==> src/rtl/dual_issue_fetch_queue_pkg.sv <==
// Shared types and constants for the dual-issue fetch queue.
// The entry type is reused by the decode stage.
package dual_issue_fetch_queue_pkg;

   localparam int INSTR_W = 32;
   localparam int PC_W    = 32;

   localparam logic [1:0] ISSUE_NONE = 2'd0;
   localparam logic [1:0] ISSUE_ONE  = 2'd1;
   localparam logic [1:0] ISSUE_TWO  = 2'd2;

   typedef struct packed {
      logic [PC_W-1:0]    pc;
      logic [INSTR_W-1:0] instr;
   } fq_entry_t;

endpackage

==> src/rtl/dual_issue_fetch_queue_if.sv <==
// Fetch-side write and decode-side read bundle of the fetch queue.
// master = fetch/decode driving side, slave = the queue.
interface dual_issue_fetch_queue_if #(
   parameter int DEPTH = 8,
   parameter int IW    = 32,
   parameter int PW    = 32
);
   localparam int CW = $clog2(DEPTH) + 1;

   logic          flush;
   logic          wr_valid;
   logic          wr_ready;
   logic [IW-1:0] wr_instr;
   logic [PW-1:0] wr_pc;
   logic          out0_valid;
   logic [IW-1:0] out0_instr;
   logic [PW-1:0] out0_pc;
   logic          out1_valid;
   logic [IW-1:0] out1_instr;
   logic [PW-1:0] out1_pc;
   logic [1:0]    issue_cnt;
   logic [CW-1:0] count;

   modport master (
      output flush, wr_valid, wr_instr, wr_pc, issue_cnt,
      input  wr_ready, out0_valid, out0_instr, out0_pc,
      input  out1_valid, out1_instr, out1_pc, count
   );

   modport slave (
      input  flush, wr_valid, wr_instr, wr_pc, issue_cnt,
      output wr_ready, out0_valid, out0_instr, out0_pc,
      output out1_valid, out1_instr, out1_pc, count
   );

endinterface

==> src/rtl/dual_issue_fetch_queue_ram.sv <==
// Entry storage: one synchronous write port, two async read ports.
// Contents are not reset; validity is tracked by the occupancy count.
module fetch_queue_ram #(
   parameter int DEPTH = 8,
   parameter int W     = 64
) (
   input  logic                     clk,
   input  logic                     i_we,
   input  logic [$clog2(DEPTH)-1:0] i_waddr,
   input  logic [W-1:0]             i_wdata,
   input  logic [$clog2(DEPTH)-1:0] i_raddr0,
   input  logic [$clog2(DEPTH)-1:0] i_raddr1,
   output logic [W-1:0]             o_rdata0,
   output logic [W-1:0]             o_rdata1
);

   logic [W-1:0] r_mem [DEPTH];

   // store the incoming entry at the write address
   always_ff @(posedge clk) begin
      if (i_we) begin
         r_mem[i_waddr] <= i_wdata;
      end
   end

   assign o_rdata0 = r_mem[i_raddr0];
   assign o_rdata1 = r_mem[i_raddr1];

endmodule

==> src/rtl/dual_issue_fetch_queue.sv <==
// Fetch buffer: one write per cycle, up to two in-order retires.
// Flush and reset both empty the queue and drop same-cycle traffic.
import dual_issue_fetch_queue_pkg::*;

module dual_issue_fetch_queue #(
   parameter int DEPTH = 8,
   parameter int IW    = INSTR_W,
   parameter int PW    = PC_W
) (
   input  logic                     clk,
   input  logic                     reset,
   dual_issue_fetch_queue_if.slave  bus
);

   localparam int AW = $clog2(DEPTH);
   localparam int CW = AW + 1;
   localparam int EW = PW + IW;

   logic [AW-1:0] r_head;
   logic [AW-1:0] r_tail;
   logic [CW-1:0] r_count;

   logic [1:0]    w_req;
   logic [CW-1:0] w_pop;
   logic          w_full;
   logic          w_write;
   logic [AW-1:0] w_rd1;
   logic [EW-1:0] w_wdata;
   logic [EW-1:0] w_rdata0;
   logic [EW-1:0] w_rdata1;

   // clamp the issue request to 2, then to what is actually held
   always_comb begin
      w_req = ISSUE_TWO;
      case (bus.issue_cnt)
         ISSUE_NONE: w_req = ISSUE_NONE;
         ISSUE_ONE:  w_req = ISSUE_ONE;
         default:    w_req = ISSUE_TWO;
      endcase
      w_pop = (CW'(w_req) < r_count) ? CW'(w_req) : r_count;
   end

   assign w_full  = (r_count == CW'(DEPTH));
   assign w_write = bus.wr_valid && !w_full && !bus.flush && !reset;
   assign w_rd1   = r_head + AW'(1);
   assign w_wdata = {bus.wr_pc, bus.wr_instr};

   // pointer and occupancy update; reset and flush empty the queue
   always_ff @(posedge clk) begin
      if (reset || bus.flush) begin
         r_head  <= '0;
         r_tail  <= '0;
         r_count <= '0;
      end else begin
         r_head  <= r_head + w_pop[AW-1:0];
         r_tail  <= r_tail + AW'(w_write);
         r_count <= r_count + CW'(w_write) - w_pop;
      end
   end

   fetch_queue_ram #(
      .DEPTH (DEPTH),
      .W     (EW)
   ) u_ram (
      .clk      (clk),
      .i_we     (w_write),
      .i_waddr  (r_tail),
      .i_wdata  (w_wdata),
      .i_raddr0 (r_head),
      .i_raddr1 (w_rd1),
      .o_rdata0 (w_rdata0),
      .o_rdata1 (w_rdata1)
   );

   assign bus.wr_ready   = !w_full;
   assign bus.count      = r_count;
   assign bus.out0_valid = (r_count != '0);
   assign bus.out1_valid = (r_count >= CW'(2));
   assign bus.out0_pc    = w_rdata0[EW-1:IW];
   assign bus.out0_instr = w_rdata0[IW-1:0];
   assign bus.out1_pc    = w_rdata1[EW-1:IW];
   assign bus.out1_instr = w_rdata1[IW-1:0];

endmodule

==> src/flat_wrapper.sv <==
// flat-port wrapper written by rule: the top's interface ports become plain ports
module dual_issue_fetch_queue_flat 
#(
   parameter int DEPTH = 8,
   parameter int IW    = INSTR_W,
   parameter int PW    = PC_W
)
  (clk, reset, bus_flush, bus_wr_valid, bus_wr_instr, bus_wr_pc, bus_issue_cnt, bus_wr_ready, bus_out0_valid, bus_out0_instr, bus_out0_pc, bus_out1_valid, bus_out1_instr, bus_out1_pc, bus_count);
  dual_issue_fetch_queue_if #(.DEPTH(DEPTH), .IW(IW), .PW(PW)) bus_i ();
  input  logic clk;
  input  logic reset;
  input wire logic [$bits(bus_i.flush)-1:0] bus_flush;
  input wire logic [$bits(bus_i.wr_valid)-1:0] bus_wr_valid;
  input wire logic [$bits(bus_i.wr_instr)-1:0] bus_wr_instr;
  input wire logic [$bits(bus_i.wr_pc)-1:0] bus_wr_pc;
  input wire logic [$bits(bus_i.issue_cnt)-1:0] bus_issue_cnt;
  output wire logic [$bits(bus_i.wr_ready)-1:0] bus_wr_ready;
  output wire logic [$bits(bus_i.out0_valid)-1:0] bus_out0_valid;
  output wire logic [$bits(bus_i.out0_instr)-1:0] bus_out0_instr;
  output wire logic [$bits(bus_i.out0_pc)-1:0] bus_out0_pc;
  output wire logic [$bits(bus_i.out1_valid)-1:0] bus_out1_valid;
  output wire logic [$bits(bus_i.out1_instr)-1:0] bus_out1_instr;
  output wire logic [$bits(bus_i.out1_pc)-1:0] bus_out1_pc;
  output wire logic [$bits(bus_i.count)-1:0] bus_count;
  assign bus_i.flush = bus_flush;
  assign bus_i.wr_valid = bus_wr_valid;
  assign bus_i.wr_instr = bus_wr_instr;
  assign bus_i.wr_pc = bus_wr_pc;
  assign bus_i.issue_cnt = bus_issue_cnt;
  assign bus_wr_ready = bus_i.wr_ready;
  assign bus_out0_valid = bus_i.out0_valid;
  assign bus_out0_instr = bus_i.out0_instr;
  assign bus_out0_pc = bus_i.out0_pc;
  assign bus_out1_valid = bus_i.out1_valid;
  assign bus_out1_instr = bus_i.out1_instr;
  assign bus_out1_pc = bus_i.out1_pc;
  assign bus_count = bus_i.count;
  dual_issue_fetch_queue #(.DEPTH(DEPTH), .IW(IW), .PW(PW)) u_core (.clk(clk), .reset(reset), .bus(bus_i));
endmodule
==> config.mk <==
export PLATFORM = sky130hd
export DESIGN_NAME = dual_issue_fetch_queue_flat
export DESIGN_NICKNAME = d
export VERILOG_FILES = /design/src/rtl/dual_issue_fetch_queue_pkg.sv /design/src/rtl/dual_issue_fetch_queue_if.sv /design/src/rtl/dual_issue_fetch_queue_ram.sv /design/src/rtl/dual_issue_fetch_queue.sv /design/src/flat_wrapper.sv
export SDC_FILE = /design/constraint.sdc
export NUM_CORES = 1
export LEC_CHECK = 0
export BUFFER_PORTS_ARGS = -buffer_cell sky130_fd_sc_hd__buf_2
export CAP_MARGIN = 30
export CORE_MARGIN = 2
export CORE_UTILIZATION = 50
export DETAILED_ROUTE_END_ITERATION = 8
export PLACE_DENSITY = 0.69
export SLEW_MARGIN = 20
export SYNTH_ARGS = -nofsm -noshare
export SYNTH_HDL_FRONTEND = slang
export SYNTH_SLANG_ARGS = --single-unit
==> constraint.sdc <==
create_clock -name clk -period 11 [get_ports clk]
set_input_delay 1.65 -clock clk [delete_from_list [all_inputs] [get_ports clk]]
set_output_delay 1.65 -clock clk [all_outputs]
set_load 0.05 [all_outputs]
==> run metrics <==
syn_nets ~1100; FF+latch area ~16000 um2; syn avg cell area between 20 and 25 um2; first-pass GRT wire length 78000 um; first-pass detailed-route iteration total 5; H-Tree Depth 2; commonest non-fill, non-tap cell in the layout edfxtp_1; worst setup path class reg -> out; clk sinks approximately 520; Rel. slew slack 0.331; Tot GR Track Use 0.214; final hold slack about 0.59 ns; Initial Utilization 0.509; fmax about 170 MHz; largest net degree at the start of global routing between 150 and 200; Die X 222 um; Post-synth top flop edfxtp_1; FP Rows between 70 and 80; Setup TNS 0 ns; critical path fanouts, max 155; Int Power 3.61 mW; Total Power between 5 and 6 mW; CTS tree yes; Routed Antenna Nets 0; RSZ-0062 raised after global routing false; Buffers on Ports 204; YS warnings 0; minimum clock period about 5.9 ns; status finished clean; total leakage power around 8.5 nW; CTS root buffer clkbuf_16; total grt overflow 0; area grow syn2layout 14.5%; area occupied by multi-input gates 7800 um2; routability cong. 0.755; final net count 1352; latest clock arrival within the worst-skew pair around 0.59 ns; Seq/Total Area, Yosys 0.656; Clock power frac 0.344; sw power approximately 1.4 mW; Max VDD drop 0.000213 V; Max-cap violations 0; Synth async-reset ratio 0; TritonCTS buffer count 53; CORE AREA roughly 47000 um2; CP endpoint kind primary output; post-route cell area about 27000 um2; WL per Instance 27.1 um; most frequent cells in the layout 512 x edfxtp_1, 256 x mux4_2, 204 x buf_2; Cell Pwr Density about 180 nW/um2; clk buf depth 3; final worst-path cycle share 0.535; Sw Share 0.281; io pins between 200 and 250; Synth Register Bits 522; DRC violations left 0; Final setup violation count 0; Mapped Area 23700 um2; Final Hold Viols 0; placed cell areas between 20000 and 30000 um2; first-iteration detailed-routing DRC count a little under 1000; Post-DP HPWL ~30000 um; antenna violations before repair 9; CP arrival approximately 4.2 ns; CTS clk-pin slew, worst paths about 0.06 ns; Comb pwr share 0.212; post-CTS setup buffers 0; data required time of the worst path 9.35 ns; min-delay worst type reg -> reg; Flop pwr share 0.444; Critical Path Start Type flip-flop; Post-synth EDFFs about 500; full die area around 50000 um2; Post-Route WL between 50000 and 60000 um; FILL cells about 3400; layout cell share with drive strength beyond 1 0.536; post-CTS resize count 0; Post-Synthesis Cells approximately 1100; vias in the first global route about 13000; Slew @ Worst Pin 1.00 ns; Via density about 6.2; Distinct cells, synth 32; via count between 10000 and 15000; die height 222 um; hold buffer count at cts 0; Clock Skew about 0.016 ns; max-slew violations 0
[cells by family after synthesis]
kind of cell,after synthesis,synth area share
flip-flops,522,0.656
multiplexers,388,0.305
buffers and inverters,80,0.0186
AND/OR/NAND/NOR,36,0.00786
adder cells (fa/ha/maj),15,0.00854
AO/OA/AOI/OAI,5,0.00137
XOR/XNOR,5,0.00185
[worst max-delay path, stage by stage, from the launching register on]
cell and delay (ns):
dfxtp_4 0.79, buf_12 0.81, buf_4 0.57, buf_12 0.31
mux4_2 0.54, mux2_2 0.27, buf_2 0.22
[final cells by class]
cell class | instances | area share
flip-flops and latches | 522 | 0.574
clock inverters | 27 | 0.00857
clock buffers | 70 | 0.0527
repair buffers | 231 | 0.0481
well taps | 607 | 0.0280
inverters | 10 | 0.00138
multi-input cells | 449 | 0.287
diodes | 5 | 0.000461
[registers in the layout, summed over array words and instances (netlist names)]
signal / flops
u_core.bus.count: 4
u_core.r_head: 3
u_core.r_tail: 3
u_core.u_ram.r_mem: 512
[synth_stat cells, drive strengths merged, types with 5 or more instances]
library cell  count  area (um2)
edfxtp          512       15400
mux4            256        5770
mux2            129        1450
buf              54         343
clkbuf           16        60.1
ha               13         163
dfxtp            10         200
inv              10        37.5
nand2             7        26.3
nor2              7        26.3
nor3              6        30.0
and2              5        31.3
[through the flow]
step	utilization	worst slack, ns	cells
finish	0.582	5.12	1921
global route	0.582	4.77	1919
CTS	0.581	4.87	1914
detailed placement	0.545	5.52	1817
global placement	0.544	5.50	1815
floorplan	-	3.88	1051
[worst paths after layout]
path                                                      from                             end  slack, ns  cells past startpoint
worst min register to register     u_core.r_tail[0]$_SDFF_PP0_     u_core.r_tail[0]$_SDFF_PP0_       0.59                      2
worst min-delay path               u_core.r_tail[0]$_SDFF_PP0_     u_core.r_tail[0]$_SDFF_PP0_       0.59                      2
worst max register to register  u_core.bus.count[1]$_SDFF_PP0_  u_core.bus.count[2]$_SDFF_PP0_       7.72                     12
worst max-delay path               u_core.r_head[0]$_SDFF_PP0_                  bus_out0_pc[9]       5.12                      6
[routing by layer]
metal  track usage  wire, um  vias to the layer above  share of wire
met5             0        27                        -        0.00052
met4        0.0626      1200                        4          0.023
met3        0.0453      2900                       75          0.056
met2         0.353     26300                      352           0.51
met1         0.290     21600                     6477           0.42
li1              -         -                     5040              -
[power by group through the flow]
stage / Combinational [mW] / Clock, mW / Sequential [mW]
after floorplan: 0.846 / 0 / 2.26
after global placement: 1.05 / 0 / 2.28
after detailed placement: 1.07 / 0 / 2.27
after CTS: 1.08 / 1.76 / 2.23
after global routing: 1.12 / 1.85 / 2.23
final: 1.06 / 1.73 / 2.23
Note: power is estimated with default switching activity, not from simulation.
